[src/rtl/svm_axil_regs.sv]
// svm_axil_regs: AXI4-Lite register front-end for the SVM digit classifier.
// Register map (addr[3:2]; addr[1:0] ignored):
//   0x0 CTRL   RW  bit0 = start (drives start_o)
//   0x4 STATUS RO  bit0 = ready_i (live), bit1 = done (sticky)
//   0x8 RESULT RO  bits[3:0] = res_i latched on a ready_i rising edge
//   0xC STATE  RO  bits[3:0] = state_i (live)
// Ports:
//   s_axi_aclk / s_axi_areset : clock, synchronous active-high reset
//   s_axi_aw*, s_axi_w*, s_axi_b* : write address / data / response channels
//   s_axi_ar*, s_axi_r*           : read address / data channels
//   start_o : classifier start (CTRL[0]);  ready_i, res_i, state_i : classifier status
module svm_axil_regs #(
  parameter int C_S_AXI_DATA_WIDTH = 32,
  parameter int C_S_AXI_ADDR_WIDTH = 4
) (
  input  logic                            s_axi_aclk,
  input  logic                            s_axi_areset,
  input  logic [C_S_AXI_ADDR_WIDTH-1:0]   s_axi_awaddr,
  input  logic [2:0]                      s_axi_awprot,
  input  logic                            s_axi_awvalid,
  output logic                            s_axi_awready,
  input  logic [C_S_AXI_DATA_WIDTH-1:0]   s_axi_wdata,
  input  logic [C_S_AXI_DATA_WIDTH/8-1:0] s_axi_wstrb,
  input  logic                            s_axi_wvalid,
  output logic                            s_axi_wready,
  output logic [1:0]                      s_axi_bresp,
  output logic                            s_axi_bvalid,
  input  logic                            s_axi_bready,
  input  logic [C_S_AXI_ADDR_WIDTH-1:0]   s_axi_araddr,
  input  logic [2:0]                      s_axi_arprot,
  input  logic                            s_axi_arvalid,
  output logic                            s_axi_arready,
  output logic [C_S_AXI_DATA_WIDTH-1:0]   s_axi_rdata,
  output logic [1:0]                      s_axi_rresp,
  output logic                            s_axi_rvalid,
  input  logic                            s_axi_rready,
  output logic                            start_o,
  input  logic                            ready_i,
  input  logic [3:0]                      res_i,
  input  logic [3:0]                      state_i
);

  localparam logic [1:0] RESP_OKAY   = 2'b00;
  localparam logic [1:0] RESP_SLVERR = 2'b10;

  // Write-side holding registers (only the bits the map actually uses)
  logic       aw_held_r, w_held_r;
  logic [1:0] aw_addr_r;
  logic       w_data0_r, w_strb0_r;
  logic       awready_r, wready_r, bvalid_r;
  logic [1:0] bresp_r;
  // Read side
  logic                          arready_r, rvalid_r;
  logic [C_S_AXI_DATA_WIDTH-1:0] rdata_r;
  logic [1:0]                    rresp_r;
  // Register file and classifier tracking
  logic       ctrl_r, done_r, ready_prev_r;
  logic [3:0] result_r;

  logic aw_hs_s, w_hs_s, ar_hs_s, write_fire_s, ready_rise_s, rd_result_s;
  logic aw_held_nxt_s, w_held_nxt_s, bvalid_nxt_s, rvalid_nxt_s, done_nxt_s;
  logic [C_S_AXI_DATA_WIDTH-1:0] rd_mux_s;
  logic unused_s;

  // Handshakes, next-state of the channel flags and the read-data mux
  always_comb begin
    aw_hs_s       = s_axi_awvalid && awready_r;
    w_hs_s        = s_axi_wvalid && wready_r;
    ar_hs_s       = s_axi_arvalid && arready_r;
    write_fire_s  = aw_held_r && w_held_r;
    ready_rise_s  = ready_i && !ready_prev_r;
    rd_result_s   = ar_hs_s && (s_axi_araddr[3:2] == 2'd2);
    aw_held_nxt_s = aw_held_r;
    w_held_nxt_s  = w_held_r;
    bvalid_nxt_s  = bvalid_r;
    rvalid_nxt_s  = rvalid_r;
    done_nxt_s    = done_r;
    rd_mux_s      = {C_S_AXI_DATA_WIDTH{1'b0}};

    // A completing write empties both holders; acceptance is impossible then
    // because both readies are low while anything is held.
    if (write_fire_s) begin
      aw_held_nxt_s = 1'b0;
      w_held_nxt_s  = 1'b0;
    end else begin
      if (aw_hs_s) aw_held_nxt_s = 1'b1;
      else         aw_held_nxt_s = aw_held_r;
      if (w_hs_s)  w_held_nxt_s  = 1'b1;
      else         w_held_nxt_s  = w_held_r;
    end

    if (write_fire_s)                bvalid_nxt_s = 1'b1;
    else if (bvalid_r && s_axi_bready) bvalid_nxt_s = 1'b0;
    else                             bvalid_nxt_s = bvalid_r;

    if (ar_hs_s)                      rvalid_nxt_s = 1'b1;
    else if (rvalid_r && s_axi_rready) rvalid_nxt_s = 1'b0;
    else                              rvalid_nxt_s = rvalid_r;

    // A fresh result beats a concurrent RESULT read clearing done
    if (ready_rise_s)     done_nxt_s = 1'b1;
    else if (rd_result_s) done_nxt_s = 1'b0;
    else                  done_nxt_s = done_r;

    case (s_axi_araddr[3:2])
      2'd0:    rd_mux_s[0]   = ctrl_r;
      2'd1:    rd_mux_s[1:0] = {done_r, ready_i};
      2'd2:    rd_mux_s[3:0] = result_r;
      2'd3:    rd_mux_s[3:0] = state_i;
      default: rd_mux_s      = {C_S_AXI_DATA_WIDTH{1'b0}};
    endcase
  end

  // Channel state, register file and registered AXI outputs
  always_ff @(posedge s_axi_aclk) begin
    if (s_axi_areset) begin
      aw_held_r    <= 1'b0;
      w_held_r     <= 1'b0;
      aw_addr_r    <= 2'd0;
      w_data0_r    <= 1'b0;
      w_strb0_r    <= 1'b0;
      awready_r    <= 1'b0;
      wready_r     <= 1'b0;
      bvalid_r     <= 1'b0;
      bresp_r      <= RESP_OKAY;
      arready_r    <= 1'b0;
      rvalid_r     <= 1'b0;
      rdata_r      <= {C_S_AXI_DATA_WIDTH{1'b0}};
      rresp_r      <= RESP_OKAY;
      ctrl_r       <= 1'b0;
      result_r     <= 4'd0;
      done_r       <= 1'b0;
      ready_prev_r <= 1'b0;
    end else begin
      aw_held_r    <= aw_held_nxt_s;
      w_held_r     <= w_held_nxt_s;
      bvalid_r     <= bvalid_nxt_s;
      rvalid_r     <= rvalid_nxt_s;
      done_r       <= done_nxt_s;
      ready_prev_r <= ready_i;
      rresp_r      <= RESP_OKAY;
      // Readies are registered copies of their combinational definitions
      awready_r    <= !aw_held_nxt_s && !bvalid_nxt_s;
      wready_r     <= !w_held_nxt_s && !bvalid_nxt_s;
      arready_r    <= !rvalid_nxt_s;
      if (aw_hs_s) aw_addr_r <= s_axi_awaddr[3:2];
      if (w_hs_s) begin
        w_data0_r <= s_axi_wdata[0];
        w_strb0_r <= s_axi_wstrb[0];
      end
      if (write_fire_s) begin
        if (aw_addr_r == 2'd0) begin
          bresp_r <= RESP_OKAY;
          if (w_strb0_r) ctrl_r <= w_data0_r;
        end else begin
          bresp_r <= RESP_SLVERR;
        end
      end
      if (ar_hs_s) rdata_r <= rd_mux_s;
      if (ready_rise_s) result_r <= res_i;
    end
  end

  assign s_axi_awready = awready_r;
  assign s_axi_wready  = wready_r;
  assign s_axi_bvalid  = bvalid_r;
  assign s_axi_bresp   = bresp_r;
  assign s_axi_arready = arready_r;
  assign s_axi_rvalid  = rvalid_r;
  assign s_axi_rdata   = rdata_r;
  assign s_axi_rresp   = rresp_r;
  assign start_o       = ctrl_r;

  // Inputs that carry no meaning for this register map
  assign unused_s = ^{s_axi_awprot, s_axi_arprot, s_axi_awaddr[1:0], s_axi_araddr[1:0],
                      s_axi_wdata[C_S_AXI_DATA_WIDTH-1:1], s_axi_wstrb[C_S_AXI_DATA_WIDTH/8-1:1]};

endmodule

[config.mk]
export PLATFORM = sky130hd
export DESIGN_NAME = svm_axil_regs
export DESIGN_NICKNAME = d
export VERILOG_FILES = /design/src/rtl/svm_axil_regs.sv
export SDC_FILE = /design/constraint.sdc
export NUM_CORES = 1
export LEC_CHECK = 0
export BUFFER_PORTS_ARGS = -buffer_cell sky130_fd_sc_hd__buf_4
export CAP_MARGIN = 5
export CORE_MARGIN = 4
export CORE_UTILIZATION = 35
export CTS_CLUSTER_SIZE = 30
export DETAILED_ROUTE_END_ITERATION = 8
export GPL_ROUTABILITY_DRIVEN = 1
export PLACE_DENSITY = 0.76
export SYNTH_ARGS = -nofsm -noshare
export SYNTH_HDL_FRONTEND = slang
export SYNTH_SLANG_ARGS = --single-unit
[constraint.sdc]
create_clock -name s_axi_aclk -period 3.7 [get_ports s_axi_aclk]
set_clock_uncertainty 0.2 [all_clocks]
set_input_delay 0.37 -clock s_axi_aclk [delete_from_list [all_inputs] [get_ports s_axi_aclk]]
set_output_delay 0.37 -clock s_axi_aclk [all_outputs]
set_load 0.01 [all_outputs]
[Word-level counts from Yosys, hierarchy flattened]
Cells that the tools add are included.
Storage, ports and cells
  register bits after elaboration: 24
  bits of input ports: 66
  output and inout bits: 42
Operators by class
  eq/ne operators: 3
  mux-type cells: 14
  reduce and logical (&&, ||, !) cells: 19
Operator list (count)
  logical AND 1 bit: 10
  2-to-1 mux 1 bit: 10
  zero test 1 bit: 5
  equality test 2 bit (second input constant): 2
  zero test 2 bit: 2
  one-hot mux 1 bit (4 select lines): 1
  one-hot mux 2 bit (2 select lines): 1
  one-hot mux 1 bit (3 select lines): 1
  AND reduction 3 bit: 1
  equality test 2 x 1 -> 1 bit (second input constant): 1
  2-to-1 mux 2 bit: 1
  nonzero test 2 bit: 1

[Logic depth before layout (Yosys ltp)]
  depth in word-level cells: 5
  gate-level depth with buffers: 4
  mapped depth without buffers: 3

[Worst setup path before layout]
No wires, ideal clock.
  path kind: input to register
  start point: input port s_axi_araddr[2]
  end point: register rdata_r[1], in the netlist s_axi_rdata[1]
  setup time: 0.132 ns
  arrival: 1.028 ns
  data required time: 3.368 ns
  path slack: 2.341 ns
  stages: 4
  path buffers: 1
  cells stage by stage: buf_6 > mux2_4 > a211oi_2 > nor3_1
On the way
  word-level cells in the longest chain between the ends: 2
Ends and longest elaborated chain
  start: declaration: line 29  | input logic [C_S_AXI_ADDR_WIDTH-1:0] s_axi_araddr,
  equality test 2 bit / equality test 2 x 1 -> 1 bit (equally long branches): line 105  | case (s_axi_araddr[3:2])
  one-hot mux 1 bit (3 select lines) *: line 105
  end signal: assignment: line 128  | rdata_r <= {C_S_AXI_DATA_WIDTH{1'b0}};
  end signal: assignment: line 159  | if (ar_hs_s) rdata_r <= rd_mux_s;
  end: declaration: line 54  | logic [C_S_AXI_DATA_WIDTH-1:0] rdata_r;
Every way passes the cells marked *; elsewhere a longest branch is shown, timed or not.
A chain may end at the register's enable or synchronous reset.

[Final worst setup path]
  start point: register arready_r, in the netlist s_axi_arready
  end point: output port s_axi_arready
RTL lines
  start: declaration: line 53  | logic arready_r, rvalid_r;
  start signal: assignment: line 145  | arready_r <= !rvalid_nxt_s;
  end: declaration: line 32  | output logic s_axi_arready,
No word-level cell between the ends.

==> impl_metrics.env <==
export IMPL_cts_resized=0
export IMPL_dp_cells=195
export IMPL_min_path_type="in -> reg"
export IMPL_synth_warning_count=0
export IMPL_synth_top_flop_cell="dfxtp_1"
export IMPL_portBuffers=32
export IMPL_power_density_nw_per_um2=352
export IMPL_ant_nets=0
export IMPL_gp_congestion=0.774
export IMPL_synthTopCellsByArea="dfxtp_1 40%, buf_4 20%, mux2i_1 6.2%"
export IMPL_cp_required_ns=3.13
export IMPL_cts_buffers=3
export IMPL_crit_chain="buf_4"
export IMPL_grt_total_usage_pct=9.93
export IMPL_crit_reg2reg_launch="ready_prev_r"
export IMPL_drv_slew=0
export IMPL_layoutNonFillerInstCount=199
export IMPL_path_max_fanout=5
export IMPL_yosysSeqAreaShare_pct=40.4
export IMPL_crit_type="reg -> out"
export IMPL_syn_area_per_cell_sq_um=9.18
export IMPL_design_core_area_sq_um=3080
export IMPL_die_width_um=65.0
export IMPL_critPathLaunchType="register"
export IMPL_cp_depth=1
export IMPL_dieArea_sq_um=4230
export IMPL_drive_above_1_share_pct=26.5
export IMPL_netlist_top_cells_count="31 x buf_4, 23 x dfxtp_1, 10 x a21oi_1, 10 x nand2_1, 10 x nor2_1"
export IMPL_drc=0
export IMPL_ys_ff_latch=23
export IMPL_root_buffer="clkbuf_4"
export IMPL_clock_fmax_mhz=703
export IMPL_clock_latency_ns=0.30
export IMPL_hold_violations=0
export IMPL_worst_path_dominant_cell_family="flip-flops"
export IMPL_drtPass1Iterations=4
export IMPL_htree_levels=1
export IMPL_rows=20
export IMPL_layout_nets=222
export IMPL_p_leak_nw=0.605
export IMPL_rsz0062_at_grt="false"
export IMPL_totalWireLength_um=1990
export IMPL_die_h_um=65.0
export IMPL_numClockSinks=23
export IMPL_synth_top_cell_area_share_pct=40.4
export IMPL_vias=808
export IMPL_fin_crit_ns=1.42
export IMPL_max_cap_violations=0
export IMPL_syn_area_sq_um=1140
export IMPL_grt_pass1_wl_um=3280
export IMPL_yosysMostFrequentCell="buf_4"
export IMPL_drt_wirelength_per_cell_um=9.99
export IMPL_async_flop_share_pct=0
export IMPL_hpwl_um=1630
export IMPL_hold_path_depth=2
export IMPL_critical_path_buf_inv_count=1
export IMPL_synth_edff_count=0
export IMPL_initial_core_util_pct=37.0
export IMPL_worstPathArrival_ns=0.85
export IMPL_period_share_pct=38.4
export IMPL_crit_slowest_cell="dfxtp_1"
export IMPL_drtIter0Drc=12
export IMPL_antenna_found_initial=0
export IMPL_area_delta_synth_final_pct=15.6
export IMPL_tightest_slew_ns=0.504
export IMPL_crit_path_end="s_axi_arready"
export IMPL_reg2reg_to="result_r[3]"
export IMPL_status="finished clean"
export IMPL_cts_tree="done"
export IMPL_rrSetupSlack_ns=2.38
export IMPL_slowest_delay_ns=0.40
export IMPL_grt_pass1_vias=746
export IMPL_synthCells=124
export IMPL_setup_viol=0
export IMPL_endpoint_kind="primary output"
export IMPL_grt_overflow=0
export IMPL_cts_hold_buffers_added=0
export IMPL_clk_pin_slew_worst_paths_ns=0.11
export IMPL_grt_max_degree=25
export IMPL_yosys_area_top_type="dfxtp_1"
export IMPL_yosysUniqueCellTypes=24
export IMPL_max_clock_path_buffers=2
export IMPL_diodes=0
export IMPL_ios=108
export IMPL_viasPerCell=4.06
export IMPL_slew_headroom_pct=66.3
export IMPL_rr_worst_depth=3
export IMPL_cts_setup_buffers=0
export IMPL_fin_setup_tns_ns=0
export IMPL_startpoint="s_axi_arready"
export IMPL_peakVddDrop_uv=166
placed cells by master (no fill, tap or decap), types with 2 or more instances in the layout:
cell type	Yosys	routed
nor2_1	10	10
buf_4	31	32
nand2_1	10	10
a2bb2oi_1	2	2
nand3_1	6	6
nor2b_1	3	3
mux2i_1	7	7
nand2b_1	3	3
a2111oi_0	2	2
a21oi_1	10	10
dfxtp_1	23	23
mux2_2	2	2
nor3_1	3	3
clkbuf_4	0	3
conb_1	1	31
logic make-up after synthesis:
family | count (synthesis) | synth area share [%]
compound gates | 16 | 9.01
buf+inv | 36 | 22.9
flops | 23 | 40.4
mux | 11 | 11.4
other cells | 1 | 0.329
simple gates | 37 | 15.9
worst min path at each step:
stage,from,to
2_1_floorplan,w_strb0_r,w_strb0_r
3_3_place_gp,w_strb0_r,w_strb0_r
3_5_place_dp,w_data0_r,w_data0_r
4_1_cts,s_axi_awvalid,s_axi_awready
5_1_grt,s_axi_awvalid,s_axi_awready
6_report,s_axi_awvalid,s_axi_awready
layout make-up:
cell class	count	area, sq um
sequential	23	460
timing repair buffer	32	240
clock buffer	4	26.3
tap	44	55.1
fill	331	1760
multi-input combinational	95	531
inverter	1	3.75
metal layers:
| metal | routed length, um | global-route usage (%) | part of all wire (%) |
|---|---|---|---|
| met1 | 849 | 12.1 | 43 |
| met2 | 873 | 15.8 | 44 |
| met3 | 213 | 2.08 | 11 |
| met4 | 52 | 6.22 | 2.6 |
| met5 | 0 | 0 | 0 |
worst register-to-register path, cell delays in order, from the launching register on:
cell	delay (ns)
dfxtp_1	0.32
nor2b_1	0.41
mux2i_1	0.24
nor2_1	0.06
metrics by stage:
stage / util [%] / hold slack (ns) / setup WS (ns) / total power, mW / cell area, sq um
3_5_place_dp: 41.9 / 0.249 / 2.17 / 0.357 / 1290
6_report: 42.8 / 0.0859 / 2.28 / 0.464 / 1320
5_1_grt: 42.8 / 0.0818 / 2.21 / 0.492 / 1320
2_1_floorplan: - / 0.231 / 2.34 / 0.349 / 1250
4_1_cts: 42.8 / 0.0719 / 2.26 / 0.469 / 1320
3_3_place_gp: 41.9 / 0.243 / 2.19 / 0.356 / 1290
power by group:
group	switching, mW	internal [mW]
clock	0.0694	0.0421
combinational	0.0420	0.0387
sequential	0.0101	0.261
Power figures use the tool's default switching activity.
